### src/rtl/lcd_pkg.sv
// lcd_pkg: HD44780 command bytes, controller/bus-writer state types and small helpers
package lcd_pkg;

  localparam logic [7:0] CLEAR_DISPLAY   = 8'h01;
  localparam logic [7:0] ENTRY_INC       = 8'h06;
  localparam logic [7:0] DISP_ON_CUR_OFF = 8'h0C;
  localparam logic [7:0] FUNC_2L_8BIT    = 8'h38;
  localparam logic [7:0] LINE1_ADDR      = 8'h80;
  localparam logic [7:0] LINE2_ADDR      = 8'hC0;

  typedef enum logic [2:0] {PWRUP, INIT, IDLE, ADDR, CHAR, FIN} state_e;

  typedef enum logic [1:0] {WR_IDLE, WR_SETUP, WR_HIGH, WR_WAIT} wr_phase_e;

  // power-up command order: function set, entry mode, display on, clear last
  function automatic logic [7:0] init_cmd(input logic [1:0] i);
    return (i == 2'd0) ? FUNC_2L_8BIT : (i == 2'd1) ? ENTRY_INC :
           (i == 2'd2) ? DISP_ON_CUR_OFF : CLEAR_DISPLAY;
  endfunction

  function automatic int max_int(input int a, input int b);
    return (a > b) ? a : b;
  endfunction

endpackage

### src/rtl/lcd_bus_writer.sv
// lcd_bus_writer: one LCD byte write (setup cycle, enable pulse, post-write wait) behind a start/rdy handshake
module lcd_bus_writer
  import lcd_pkg::*;
#(
  parameter int EN_HIGH_CYC  = 50,
  parameter int CMD_WAIT_CYC = 2500,
  parameter int CLR_WAIT_CYC = 100000
) (
  input  logic       clk,
  input  logic       rst_n,
  input  logic       start_i,
  input  logic       rs_i,
  input  logic [7:0] data_i,
  output logic       rdy_o,
  output logic       rs_o,
  output logic       en_o,
  output logic [7:0] data_o
);

  localparam int MAXW = max_int(max_int(CLR_WAIT_CYC, CMD_WAIT_CYC), EN_HIGH_CYC);
  localparam int CW   = $clog2(MAXW) + 1;

  wr_phase_e     ph_q, ph_d;
  logic [CW-1:0] cnt_q, cnt_d, last_w;
  logic          rs_q, en_q;
  logic [7:0]    data_q;

  assign last_w = (!rs_q && data_q == CLEAR_DISPLAY) ? CW'(CLR_WAIT_CYC - 1) : CW'(CMD_WAIT_CYC - 1);
  assign rdy_o  = (ph_q == WR_WAIT) && (cnt_q == last_w);
  assign rs_o   = rs_q;
  assign data_o = data_q;
  assign en_o   = en_q;

  // phase sequencing; a start in the rdy cycle chains the next byte without a gap
  always_comb begin
    ph_d  = ph_q;
    cnt_d = (ph_q == WR_IDLE) ? '0 : cnt_q + 1'b1;
    if (ph_q == WR_SETUP) begin
      ph_d  = WR_HIGH;
      cnt_d = '0;
    end else if (ph_q == WR_HIGH && cnt_q == CW'(EN_HIGH_CYC - 1)) begin
      ph_d  = WR_WAIT;
      cnt_d = '0;
    end else if (rdy_o) begin
      ph_d = WR_IDLE;
    end
    if (start_i) begin
      ph_d  = WR_SETUP;
      cnt_d = '0;
    end
  end

  // phase/counter registers, registered enable and the bus value held until the next start
  always_ff @(posedge clk or negedge rst_n)
    if (!rst_n) begin
      ph_q   <= WR_IDLE;
      cnt_q  <= '0;
      en_q   <= 1'b0;
      rs_q   <= 1'b0;
      data_q <= 8'h00;
    end else begin
      ph_q  <= ph_d;
      cnt_q <= cnt_d;
      en_q  <= (ph_d == WR_HIGH);
      if (start_i) begin
        rs_q   <= rs_i;
        data_q <= data_i;
      end
    end

endmodule

### src/rtl/lcd_line_arbiter.sv
// lcd_line_arbiter: shares a 16x2 HD44780 LCD between two line writers; define LCD_FIXED_PRIORITY_EN to make requester 0 always win ties
module lcd_line_arbiter
  import lcd_pkg::*;
#(
  parameter int EN_HIGH_CYC    = 50,
  parameter int CMD_WAIT_CYC   = 2500,
  parameter int CLR_WAIT_CYC   = 100000,
  parameter int POWERUP_CYC    = 2000000,
  parameter int CHARS_PER_LINE = 16
) (
  input  logic                              clk,
  input  logic                              reset,
  input  logic [1:0]                        req,
  input  logic [1:0]                        line_sel,
  input  logic [7:0]                        char0,
  input  logic [7:0]                        char1,
  output logic [$clog2(CHARS_PER_LINE)-1:0] char_idx,
  output logic [1:0]                        grant,
  output logic [1:0]                        done,
  output logic                              busy,
  output logic                              rs,
  output logic                              rw,
  output logic                              enable,
  output logic [7:0]                        data
);

  localparam int IW = $clog2(CHARS_PER_LINE);
  localparam int PW = $clog2(POWERUP_CYC) + 1;

  state_e        state_q, state_d;
  logic [PW-1:0] pw_q, pw_d;
  logic [1:0]    ii_q, ii_d;
  logic [IW-1:0] idx_q;
  logic          win_q, win_d, busy_q, busy_d, pick, rdy, bw_start, bw_rs;
  logic [1:0]    grant_q, grant_d, done_q, done_d;
  logic [7:0]    bw_data, cur_char;

`ifdef LCD_FIXED_PRIORITY_EN
  assign pick = ~req[0];
`else
  logic last_q;
  assign pick = (&req) ? ~last_q : req[1];
  // remember who was served last so the other requester wins the next tie
  always_ff @(posedge clk or negedge reset)
    if (!reset) last_q <= 1'b1;
    else if (state_q == IDLE && |req) last_q <= pick;
`endif

  assign char_idx = (state_q == CHAR && rdy) ? ((idx_q == IW'(CHARS_PER_LINE - 1)) ? '0 : idx_q + 1'b1) : idx_q;
  assign cur_char = win_q ? char1 : char0;
  assign grant    = grant_q;
  assign done     = done_q;
  assign busy     = busy_q;
  assign rw       = 1'b0;

  // sequencing of init and line writes; each byte is launched in the cycle the previous one reports rdy
  always_comb begin
    state_d  = state_q;
    pw_d     = pw_q;
    ii_d     = ii_q;
    win_d    = win_q;
    grant_d  = grant_q;
    done_d   = 2'b00;
    busy_d   = busy_q;
    bw_start = 1'b0;
    bw_rs    = 1'b0;
    bw_data  = 8'h00;
    case (state_q)
      PWRUP: begin
        pw_d = pw_q + 1'b1;
        if (pw_q == PW'(POWERUP_CYC - 1)) begin
          state_d  = INIT;
          ii_d     = 2'd0;
          bw_start = 1'b1;
          bw_data  = init_cmd(2'd0);
        end
      end
      INIT: if (rdy) begin
        if (ii_q == 2'd3) begin
          state_d = IDLE;
          busy_d  = 1'b0;
        end else begin
          ii_d     = ii_q + 2'd1;
          bw_start = 1'b1;
          bw_data  = init_cmd(ii_q + 2'd1);
        end
      end
      IDLE: if (|req) begin
        state_d  = ADDR;
        win_d    = pick;
        grant_d  = pick ? 2'b10 : 2'b01;
        busy_d   = 1'b1;
        bw_start = 1'b1;
        bw_data  = line_sel[pick] ? LINE2_ADDR : LINE1_ADDR;
      end
      ADDR: if (rdy) begin
        state_d  = CHAR;
        bw_start = 1'b1;
        bw_rs    = 1'b1;
        bw_data  = cur_char;
      end
      CHAR: if (rdy) begin
        if (idx_q == IW'(CHARS_PER_LINE - 1)) begin
          state_d = FIN;
          grant_d = 2'b00;
          busy_d  = 1'b0;
          done_d  = grant_q;
        end else begin
          bw_start = 1'b1;
          bw_rs    = 1'b1;
          bw_data  = cur_char;
        end
      end
      FIN: state_d = IDLE;
      default: state_d = PWRUP;
    endcase
  end

  // controller state, reset straight back to the power-up wait
  always_ff @(posedge clk or negedge reset)
    if (!reset) begin
      state_q <= PWRUP;
      pw_q    <= '0;
      ii_q    <= 2'd0;
      idx_q   <= '0;
      win_q   <= 1'b0;
      grant_q <= 2'b00;
      done_q  <= 2'b00;
      busy_q  <= 1'b1;
    end else begin
      state_q <= state_d;
      pw_q    <= pw_d;
      ii_q    <= ii_d;
      idx_q   <= char_idx;
      win_q   <= win_d;
      grant_q <= grant_d;
      done_q  <= done_d;
      busy_q  <= busy_d;
    end

  lcd_bus_writer #(
    .EN_HIGH_CYC (EN_HIGH_CYC),
    .CMD_WAIT_CYC(CMD_WAIT_CYC),
    .CLR_WAIT_CYC(CLR_WAIT_CYC)
  ) u_writer (
    .clk    (clk),
    .rst_n  (reset),
    .start_i(bw_start),
    .rs_i   (bw_rs),
    .data_i (bw_data),
    .rdy_o  (rdy),
    .rs_o   (rs),
    .en_o   (enable),
    .data_o (data)
  );

endmodule
### config.mk
export PLATFORM = sky130hd
export DESIGN_NAME = lcd_line_arbiter
export DESIGN_NICKNAME = d
export VERILOG_FILES = /design/src/rtl/lcd_pkg.sv /design/src/rtl/lcd_bus_writer.sv /design/src/rtl/lcd_line_arbiter.sv
export SDC_FILE = /design/constraint.sdc
export NUM_CORES = 1
export LEC_CHECK = 0
export ABC_AREA = 0
export BUFFER_PORTS_ARGS = -buffer_cell sky130_fd_sc_hd__buf_4
export CAP_MARGIN = 5
export CORE_UTILIZATION = 55
export DETAILED_ROUTE_END_ITERATION = 10
export PLACE_DENSITY = 0.76
export SYNTH_ARGS = -nofsm -noshare
export SYNTH_HDL_FRONTEND = slang
export SYNTH_SLANG_ARGS = --single-unit
### constraint.sdc
create_clock -name clk -period 4.7 [get_ports clk]
set_input_delay 0 -clock clk [delete_from_list [all_inputs] [get_ports clk]]
set_output_delay 0 -clock clk [all_outputs]
set_load 0.005 [all_outputs]
# Word level (Yosys, flattened, before mapping)

Cells that the tools add are included.

Register bits after elaboration: 68
Latch bits: 0
RAM bits: 0
Memory bits (read-only): 0
Input port bits: 22
Logic and storage cells: 126
Memories kept: 0

Add/subtract/negate cells: 4
$mul: 0
Div/mod/pow operators: 0
Order comparisons: 1
Equal/unequal tests: 25
Shift-type cells: 0
Mux-type cells: 62
Bitwise operators: 1
Reduce and logical (&&, ||, !) cells: 19

Operators by type and width:

| cell                    | number |
|---|---|
| $mux W18                | 4 |
| $mux W8                 | 5 |
| $pmux W8 S5             | 1 |
| $mux W2                 | 14 |
| $mux W6                 | 4 |
| $add A22 B1 Y22 const B | 1 |
| $eq A22 B21 Y1 const B  | 1 |
| $mux W3                 | 7 |
| $add A18 B1 Y18 const B | 1 |
| $eq A18 B18 Y1          | 1 |
| $eq A18 B6 Y1 const B   | 1 |
| $pmux W3 S6             | 1 |
| $mux W17                | 1 |
| $mux W4                 | 4 |
| $mux W1                 | 15 |
| $ne A2 B2 Y1 const B    | 6 |
| $eq A2 B2 Y1 const B    | 5 |
| $eq A8 B1 Y1 const B    | 1 |
| $pmux W2 S2             | 2 |
| $reduce_and A4 Y1       | 2 |
| $mux W7                 | 1 |
| $reduce_and A7 Y1       | 1 |
| $eq A3 B2 Y1 const B    | 2 |
| $eq A3 B3 Y1 const B    | 2 |
| 20 further kinds        | 29 |

# Longest topological paths before layout

Gate-level depths: netlist of run 1.

Depth after elaboration: 10
Depth in mapped cells: 9

# Hierarchy

A second synthesis of run 1 with hierarchy kept.

Cell total of the unflattened synthesis: 357
Area, all modules: 3698.5 µm²

Modules (own cells, without submodules):

| module           | instances | cells each | area an instance (µm²) |
|---|---|---|---|
| lcd_line_arbiter | 1         | 213        | 2162.1 |
| lcd_bus_writer   | 1         | 144        | 1536.5 |

# Worst setup path before layout of run 1

OpenSTA, ideal clock, no wires.

Path kind: reg2reg
Start: reg u_writer.cnt_q[8]
End: reg idx_q[1]
Library setup time: 0.132 ns
Arrival time: 2.120 ns
Required time: 4.568 ns
Setup slack: 2.448 ns
Stages on the path, launching flop included: 6
Period minus slack after synthesis: 2.252 ns
Cell sequence: dfrtp_1 or4b_1 or2_1 mux2_4 nor3_4 mux2_2

Cells in the longest elaborated chain, start to end: 4

RTL lines:

| element                | line                    | text |
|---|---|---|
| start, declared        | lcd_bus_writer.sv:24    | `logic [CW-1:0] cnt_q, cnt_d, last_w;` |
| start signal, assigned | lcd_bus_writer.sv:63    | `cnt_q <= cnt_d;` |
| $eq A18 B18 Y1         | lcd_bus_writer.sv:29    | `assign rdy_o = (ph_q == WR_WAIT) && (cnt_q == last_w);` |
| $logic_and A1 B1 Y1    | lcd_bus_writer.sv:29    |  |
| $logic_and A1 B1 Y1    | lcd_line_arbiter.sv:49  | `assign char_idx = (state_q == CHAR && rdy) ? ((idx_q == IW'(CHARS_PER_LINE - 1)) ? '0 : idx_q + 1'b1) : idx_q;` |
| $mux W4                | lcd_line_arbiter.sv:49  |  |
| named net char_idx[1]  | lcd_line_arbiter.sv:17  | `output logic [$clog2(CHARS_PER_LINE)-1:0] char_idx,` |
| end signal, assigned   | lcd_line_arbiter.sv:134 | `idx_q <= char_idx;` |
| end, declared          | lcd_line_arbiter.sv:33  | `logic [IW-1:0] idx_q;` |

The timed path passes the listed nets, and every way through them passes these cells.
A chain may end at the register's enable or synchronous reset.

# Final worst setup path of run 1

Start: reg u_writer.cnt_q[8]
End: out char_idx[1]

Cells in the longest elaborated chain, start to end: 4

RTL lines:

| element             | line |
|---|---|
| $eq A18 B18 Y1      | lcd_bus_writer.sv:29 |
| $logic_and A1 B1 Y1 | lcd_bus_writer.sv:29 |
| $logic_and A1 B1 Y1 | lcd_line_arbiter.sv:49 |
| $mux W4             | lcd_line_arbiter.sv:49 |
| end, declared       | lcd_line_arbiter.sv:17 |

No other way between the ends.

==> flow_summary.ini, run 1 <==
[timing]
setup_viol = 0
setup_ws_ns = 1.886
relSlewSlack_pct = 43.24
worstMarginPinSlew_ns = 0.8513
fin_crit_ns = 2.814
slew_viol_final = 0
rsz0062_at_grt = no
setup_tns_ns = 0
fmax_ghz = 0.3553
finalClockSkew_ns = 0.007215
hold_viol_final = 0
period_share_pct = 59.88

[synthesis]
synth_area_per_cell_um2 = 10.37
synth-seq-cells = 68
ys_warn_count = 0
synth_top_area_share_pct = 45.79
synth_ff_type = dfrtp_1
seq_area_frac_synth_pct = 47.24
synth-edff-count = 0
syn_inst = 348
netlist_area_mm2 = 0.003607
yosysUniqueCellTypes = 63
yosysTopAreaCell = dfrtp_1
synth_area_leaders = dfrtp_1, xnor2_1, xor2_1, nand3_1, nor2_1
syn_nets = 379
async_flop_share_pct = 100.0

[worst_setup_path]
crit_fanout = 7
critPathLaunchType = flip-flop
path_cells = or4b_1 > or2_1 > mux2_4 > nor3_4 > mux2_2 > buf_4
cpPeakStageDelay_ns = 0.55
crit_path_end_kind = output port
arrival_ns = 2.81
cp_slowest_cell = or4b_1
crit_type = reg2out
required_ns = 4.70

[routing]
viasPerCell = 5.782
num_vias = 2735
wl_mm = 7.388
wl_met3_um = 321
dr.pass1.iters = 6
drc = 0
dr_wl_met2_mm = 3.359
routedWlPerCell_um = 15.62
drt_iter0_drc = 131
antenna_left = 0
top_layer = met4
drt-met1-wl_mm = 3.589

[clocking]
clockBufferDepth = 2
cts_tree = done
post_cts.repair.setup_buffers = 0
cts_buffers = 9
cts_num_sinks = 68
clk_pin_slew_worst_paths_ns = 0.07
h-tree-depth = 3
insertion_delay_ns = 0.35
cts-root-buf = clkbuf_8

[pwr]
p_per_area_mw_per_mm2 = 342.7
p_leak_nw = 1.914
ir_worst_vdd_mv = 0.2550

[floorplanning]
die_h_um = 82.99
rows = 29
die_area_mm2 = 0.006887
die_w_um = 82.99
core-area_mm2 = 0.006350
start_util_pct = 56.81
io_pins = 42

[cells_and_area]
fin_util_pct = 65.40
syn_to_final_growth_pct = 15.12
drive_above_1_share_pct = 19.44
fill_cells = 515
stdcell_area_mm2 = 0.004153
n_antenna_cell = 0
fin_nets = 422
mostFrequentLayoutCell = dfrtp_1
layout_common_cells = dfrtp_1, buf_4, nor2_1

[global_routing]
grt_pass1_wl_mm = 12.56
track_usage_pct = 22.86
grt_pass1_vias = 2595
grt-ovfl-total = 0
grt_max_degree = 69
antenna_found_initial = 0

[place]
pre_cts_slack_ns = 2.211
port_buffers = 40
hpwl_mm = 5.324
gp_congestion = 0.8601
placed_area_mm2 = 0.003951

[flow_run]
cap_viol_max_count = 0

[hold_path]
min_path_type = in2reg

[run_status]
status = completed
## Yosys cell counts, types with 5 or more instances
master and n:
ha_1 9, and3_1 11, inv_1 7, and4_1 5
xnor2_1 21, mux2i_1 8, nand4_1 11, dfrtp_1 66
o21ai_0 8, nand2_1 26, nor3_1 12, nor4_1 6
nand3_1 27, xor2_1 19, nor2_1 31
## state kept, by name (all words and copies together) (netlist names)
| name | flops |
|---|---|
| busy | 1 |
| done | 2 |
| grant | 2 |
| idx_q | 4 |
| ii_q | 2 |
| last_q | 1 |
| pw_q | 22 |
| state_q | 3 |
| u_writer.cnt_q | 18 |
| u_writer.data_o | 8 |
| u_writer.en_o | 1 |
| u_writer.ph_q | 2 |
| u_writer.rs_o | 1 |
| win_q | 1 |
## area by class of cell
cell class                 count  area [um^2]  share of cell area [%]
clock buffer                  10        127.6                   3.073
clock inverter                 6        63.81                   1.537
inverter                       7        26.28                  0.6327
multi-input combinational    264         1824                   43.93
sequential                    68         1704                   41.04
tap                           77        96.34                   2.320
timing repair buffer          41        310.3                   7.472
## worst paths after layout
path	start	to	slack [ns]	cells past startpoint
worst min-delay path	char0[7]	u_writer.data_o[7]$_DFFE_PN0N_	0.02	4
worst max-delay path	u_writer.cnt_q[8]$_DFF_PN0_	char_idx[1]	1.89	6
max in group asynchronous	reset	pw_q[10]$_DFFE_PN0P_	3.85	2
worst min register to register	pw_q[21]$_DFFE_PN0P_	pw_q[21]$_DFFE_PN0P_	0.47	1
worst max register to register	pw_q[13]$_DFFE_PN0P_	u_writer.cnt_q[17]$_DFF_PN0_	2.15	6
min in group asynchronous	reset	pw_q[11]$_DFFE_PN0P_	0.28	2
## cell families after synthesis
logic type / count (synthesis) / share of synthesized area, %
multiplexers: 13 / 3.885
other: 1 / 0.1040
buffers and inverters: 16 / 2.185
AO/OA/AOI/OAI: 41 / 9.019
adder cells (fa/ha/maj): 9 / 3.122
AND/OR/NAND/NOR: 160 / 24.73
XOR/XNOR: 40 / 9.712
flip-flops: 68 / 47.24
## layer usage
metal  global-route usage (%)  vias to the layer above
li1                         -                     1343
met1                    33.75                     1326
met2                    32.79                       56
met3                    4.672                       10
met4                    9.718                        0
met5                        0                        -
## critical path: cells and delay by family, from the launching register on
| kind | cells | cell delay [ns] |
|---|---|---|
| AND/OR/NAND/NOR | 3 | 1.14 |
| multiplexers | 2 | 0.72 |
| flip-flops | 1 | 0.46 |
| buffers and inverters | 1 | 0.14 |
## where the power goes
part	switching, mW	total (mW)	internal (mW)	leakage [nW]
Sequential	0.0743	0.715	0.641	0.902
Combinational	0.110	0.231	0.120	0.919
Clock	0.232	0.477	0.245	0.0927
## repair_timing
action | 4_1_cts | 5_1_grt
hold buffers | 1 | 0
resized for setup | 0 | 0
endpoints found under the hold margin | 66 | 0
## stage by stage
stage	std cells	hold slack (ns)	power [mW]
final	473	0.01614	1.423
after detailed placement	456	0.1602	0.9573
after CTS	473	0.006667	1.431
after floorplan	348	-0.2956	0.8491
after global placement	456	0.1611	0.9503
after global routing	473	0.009981	1.485
(Power assumes the default switching activity.)
==> inputs of run 2 (changes only) <==
clock period = 3 ns   (was 4.7 ns; I/O delays follow)
==> run 2 against run 1 <==
  * Register-to-register slack worse by 1.7 ns
  * Worst hold slack better by 0.037 ns
  * Sequential power grew 57%
  * Critical path depth unchanged
  * Clock power up 45%
  * Total power is 53% higher
  * Worst setup slack got worse by 1.7 ns
  * Design area increased by 0.57%
  * Clock skew up 0.0045 ns
  * Combinational power increased by 59%
  * Sequential cell count is the same
  * Highest routed layer unchanged
==> flow_summary.ini, run 2 (synthesis gave the netlist of run 1 again) <==
[run_status]
status = completed

[worst_setup_path]
crit_end = char_idx[1]
crit_type = reg2out
crit_path_end_kind = output port
worstReg2RegStart = state_q[0]$_DFFE_PN0P_
required_ns = 3.00
r2r_cells = 6
reg2reg_slack_ns = 0.50
arrival_ns = 2.79
reg2reg_to = u_writer.cnt_q[6]$_DFF_PN0_
crit_fanout = 7
critPathLaunchType = flip-flop
critical_path.startpoint = u_writer.cnt_q[8]$_DFF_PN0_

[pwr]
ir_worst_vdd_mv = 0.4542
power_mw = 2.180
p_leak_nw = 1.927
combPwrFrac_pct = 16.8
seqPwrFrac_pct = 51.5
p_switching_mw = 0.6395
p_per_area_mw_per_mm2 = 522.0
p_int_mw = 1.541
clkPwrFrac_pct = 31.7
switching_share_pct = 29.33

[clocking]
cts_resized = 0
cts_tree = done
cts_num_sinks = 68
cts_buffers = 9
clockBufferDepth = 2
insertion_delay_ns = 0.35
cts-root-buf = clkbuf_8
h-tree-depth = 3
clk_pin_slew_worst_paths_ns = 0.07

[timing]
setup_viol = 0
fmax_ghz = 0.3586
rsz0062_at_grt = no
finalClockSkew_ns = 0.01167
setup_tns_ns = 0
period_share_pct = 92.94
hold_viol_final = 0
setup_ws_ns = 0.2117
fin_crit_ns = 2.788
timing.hold.ws_ns = 0.05345
relSlewSlack_pct = 43.58
worstMarginPinSlew_ns = 0.8464
slew_viol_final = 0

[floorplanning]
rows = 29
die_h_um = 82.99
die_w_um = 82.99
io_pins = 42
core-area_mm2 = 0.006350
start_util_pct = 56.81
die_area_mm2 = 0.006887

[global_routing]
grt_pass1_vias = 2708
grt-ovfl-total = 0
track_usage_pct = 23.39
antenna_found_initial = 0
grt_max_degree = 69
grt_pass1_wl_mm = 12.82

[routing]
viasPerCell = 5.830
drt_iter0_drc = 141
drc = 0
routedWlPerCell_um = 15.62
antenna_left = 0
dr.pass1.iters = 4
wl_mm = 7.449
num_vias = 2781

[cells_and_area]
mostFrequentLayoutCell = dfrtp_1
n_antenna_cell = 0
stdcell_area_mm2 = 0.004177
drive_above_1_share_pct = 19.75
regArea_mm2 = 0.001704
fin_util_pct = 65.77
fin_cells = 477
multiInputGateArea_mm2 = 0.001824
fill_cells = 516
largest_reg_flops = 22
fin_nets = 426
layout_common_cells = dfrtp_1, buf_4, nor2_1
syn_to_final_growth_pct = 15.78
largest_register = pw_q

[flow_run]
cap_viol_max_count = 0

[place]
pre_cts_slack_ns = 0.5649
port_buffers = 40
hpwl_mm = 5.322
gp_congestion = 0.8510
placed_area_mm2 = 0.003966
dp.cells = 458

[hold_path]
min_path_type = in2reg
## run 2: final cells by class
cell class | count | share of cell area (%)
flip-flops and latches | 68 | 40.80
clock buffers | 12 | 3.715
multi-input cells | 264 | 43.68
repair buffers | 45 | 8.268
well taps | 77 | 2.307
clock inverters | 4 | 0.5992
inverters | 7 | 0.6291
## run 2: critical path: stages, from the launching register on
cell and delay [ns]:
dfrtp_1 0.45, or4b_1 0.54, or2_1 0.26, mux2_4 0.33, nor3_4 0.34, mux2_2 0.39, buf_4 0.14
## run 2: routing by layer
metal	track usage [%]	up-vias	routed length [um]
met4	7.680	0	92
met3	6.859	11	313
met2	35.77	53	3467
met1	32.11	1366	3575
li1	-	1351	-
met5	0	-	0
## run 2: worst min path at each step
| stage | from | end | cells after the start |
|---|---|---|---|
| final | req[0] | grant[0]$_DFFE_PN0P_ | 3 |
| after global routing | char0[1] | u_writer.data_o[1]$_DFFE_PN0N_ | 3 |
| after CTS | req[0] | grant[0]$_DFFE_PN0P_ | 3 |
| after detailed placement | reset | pw_q[10]$_DFFE_PN0P_ | 1 |
| after global placement | reset | pw_q[10]$_DFFE_PN0P_ | 1 |
| after floorplan | reset | done[0]$_DFF_PN0_ | 0 |
## run 2: power by group through the flow
stage / Combinational [mW] / Sequential [mW] / Clock, mW
3_3_place_gp: 0.360 / 1.13 / 0
5_1_grt: 0.407 / 1.14 / 0.741
6_report: 0.367 / 1.12 / 0.691
4_1_cts: 0.374 / 1.12 / 0.705
3_5_place_dp: 0.367 / 1.14 / 0
2_1_floorplan: 0.235 / 1.10 / 0
## run 2: timing repair
item                                   CTS  global route
hold buffers                             3             0
endpoints found under the hold margin   67             0
setup buffers                            0             0
==> inputs of run 3 (changes only) <==
SETUP_SLACK_MARGIN = 0.3   (was unset)
==> run 3 against run 2 <==
  * Worst setup slack improved by 0.15 ns
  * Cell count rose by 1.9%
  * Worst hold slack improved by 0.0019 ns
  * Maximum frequency rose by 5.7%
  * Die area did not move
  * Critical path type unchanged
  * Routed wire length rose by 2.2%
  * First-iteration DRC count fell by 9.9%
==> flow_summary.ini, run 3 (synthesis gave the netlist of run 1 again) <==
[run_status]
status = completed

[timing]
fin_crit_ns = 2.637
timing.hold.ws_ns = 0.05539
setup_viol = 0
finalClockSkew_ns = 0.01176
fmax_ghz = 0.3792
rsz0062_at_grt = yes
setup_tns_ns = 0
worstMarginPinSlew_ns = 0.8457
setup_ws_ns = 0.3627
hold_viol_final = 0
period_share_pct = 87.91
relSlewSlack_pct = 43.62
slew_viol_final = 0

[cells_and_area]
multiInputGateArea_mm2 = 0.001852
fin_nets = 435
mostFrequentLayoutCell = dfrtp_1
largest_reg_flops = 22
regArea_mm2 = 0.001705
drive_above_1_share_pct = 23.23
syn_to_final_growth_pct = 18.56
layout_common_cells = dfrtp_1, buf_4, nor2_1
fill_cells = 502
stdcell_area_mm2 = 0.004277
n_antenna_cell = 0
fin_util_pct = 67.35
largest_register = pw_q

[worst_setup_path]
required_ns = 3.00
arrival_ns = 2.64
crit_type = reg2out
crit_path_end_kind = output port
crit_fanout = 10
critPathLaunchType = flip-flop

[global_routing]
grt_max_degree = 69
grtUsageMet1_pct = 32.18
track_usage_pct = 23.41
antenna_found_initial = 0
grt_pass1_wl_mm = 12.83
grt-ovfl-total = 0
use_met2_pct = 35.77
grt_pass1_vias = 2708
use_met3_pct = 6.859
grt_busiest_layer = met2

[clocking]
h-tree-depth = 3
clk_pin_slew_worst_paths_ns = 0.07
cts_num_sinks = 68
cts-root-buf = clkbuf_8
cts_tree = done
insertion_delay_ns = 0.35
clockBufferDepth = 2
cts_buffers = 9

[place]
port_buffers = 40
pre_cts_slack_ns = 0.5649
gp_congestion = 0.8510
placed_area_mm2 = 0.003966
hpwl_mm = 5.322

[pwr]
ir_worst_vdd_mv = 0.4546
p_leak_nw = 1.982
p_per_area_mw_per_mm2 = 510.6

[floorplanning]
core-area_mm2 = 0.006350
die_h_um = 82.99
die_area_mm2 = 0.006887
io_pins = 42
rows = 29
start_util_pct = 56.81
die_w_um = 82.99

[routing]
drc = 0
viasPerCell = 5.840
antenna_left = 0
num_vias = 2838
wl_mm = 7.612
drt_iter0_drc = 127
dr.pass1.iters = 4
routedWlPerCell_um = 15.66

[flow_run]
cap_viol_max_count = 0

[hold_path]
min_path_type = in2reg
-- run 3: power breakdown --
group,total (mW),switching (mW),leakage [nW],internal (mW)
sequential,1.12,0.119,0.901,1.00
clock,0.687,0.345,0.0884,0.342
combinational,0.373,0.174,0.993,0.199
-- run 3: critical path, stage by stage (launching register included) --
cell and delay (ns):
dfrtp_2 0.41, or4b_4 0.54, or2_4 0.24, mux2i_1 0.24
nand2_2 0.24, o31ai_1 0.37, o21ai_2 0.10, buf_4 0.14
-- run 3: timing repair --
item,in CTS,in global routing
hold endpoints to repair,67,0
setup buffers,1,8
hold buffers,3,0
resized for setup,2,7
endpoints found under the setup margin,4,4
pin swaps,1,7
-- run 3: area by class of cell --
| cell class | count | area share (%) |
|---|---|---|
| tap | 77 | 2.253 |
| clock inverter | 4 | 0.5851 |
| inverter | 7 | 0.6144 |
| multi-input combinational | 264 | 43.30 |
| sequential | 68 | 39.88 |
| clock buffer | 12 | 3.628 |
| timing repair buffer | 54 | 9.743 |
-- run 3: final timing paths --
kind / startpoint / end / slack [ns] / cells after the start
worst max register to register: state_q[0]$_DFFE_PN0P_ / u_writer.cnt_q[6]$_DFF_PN0_ / 0.51 / 6
max in group asynchronous: reset / u_writer.cnt_q[8]$_DFF_PN0_ / 2.11 / 2
min in group asynchronous: reset / pw_q[21]$_DFFE_PN0P_ / 0.29 / 2
worst min register to register: pw_q[21]$_DFFE_PN0P_ / pw_q[21]$_DFFE_PN0P_ / 0.46 / 1
worst max-delay path: u_writer.cnt_q[8]$_DFF_PN0_ / char_idx[3] / 0.36 / 7
worst min-delay path: req[0] / grant[0]$_DFFE_PN0P_ / 0.06 / 3
-- run 3: per-layer routing --
layer	vias to the layer above	wire, um
li1	1363	-
met2	60	3583
met4	0	94
met5	-	0
met3	10	352
met1	1405	3581
-- run 3: stage by stage --
step / std cells / total power, mW
4_1_cts: 478 / 2.199
5_1_grt: 486 / 2.293
3_3_place_gp: 458 / 1.489
6_report: 486 / 2.184
2_1_floorplan: 348 / 1.330
3_5_place_dp: 458 / 1.504
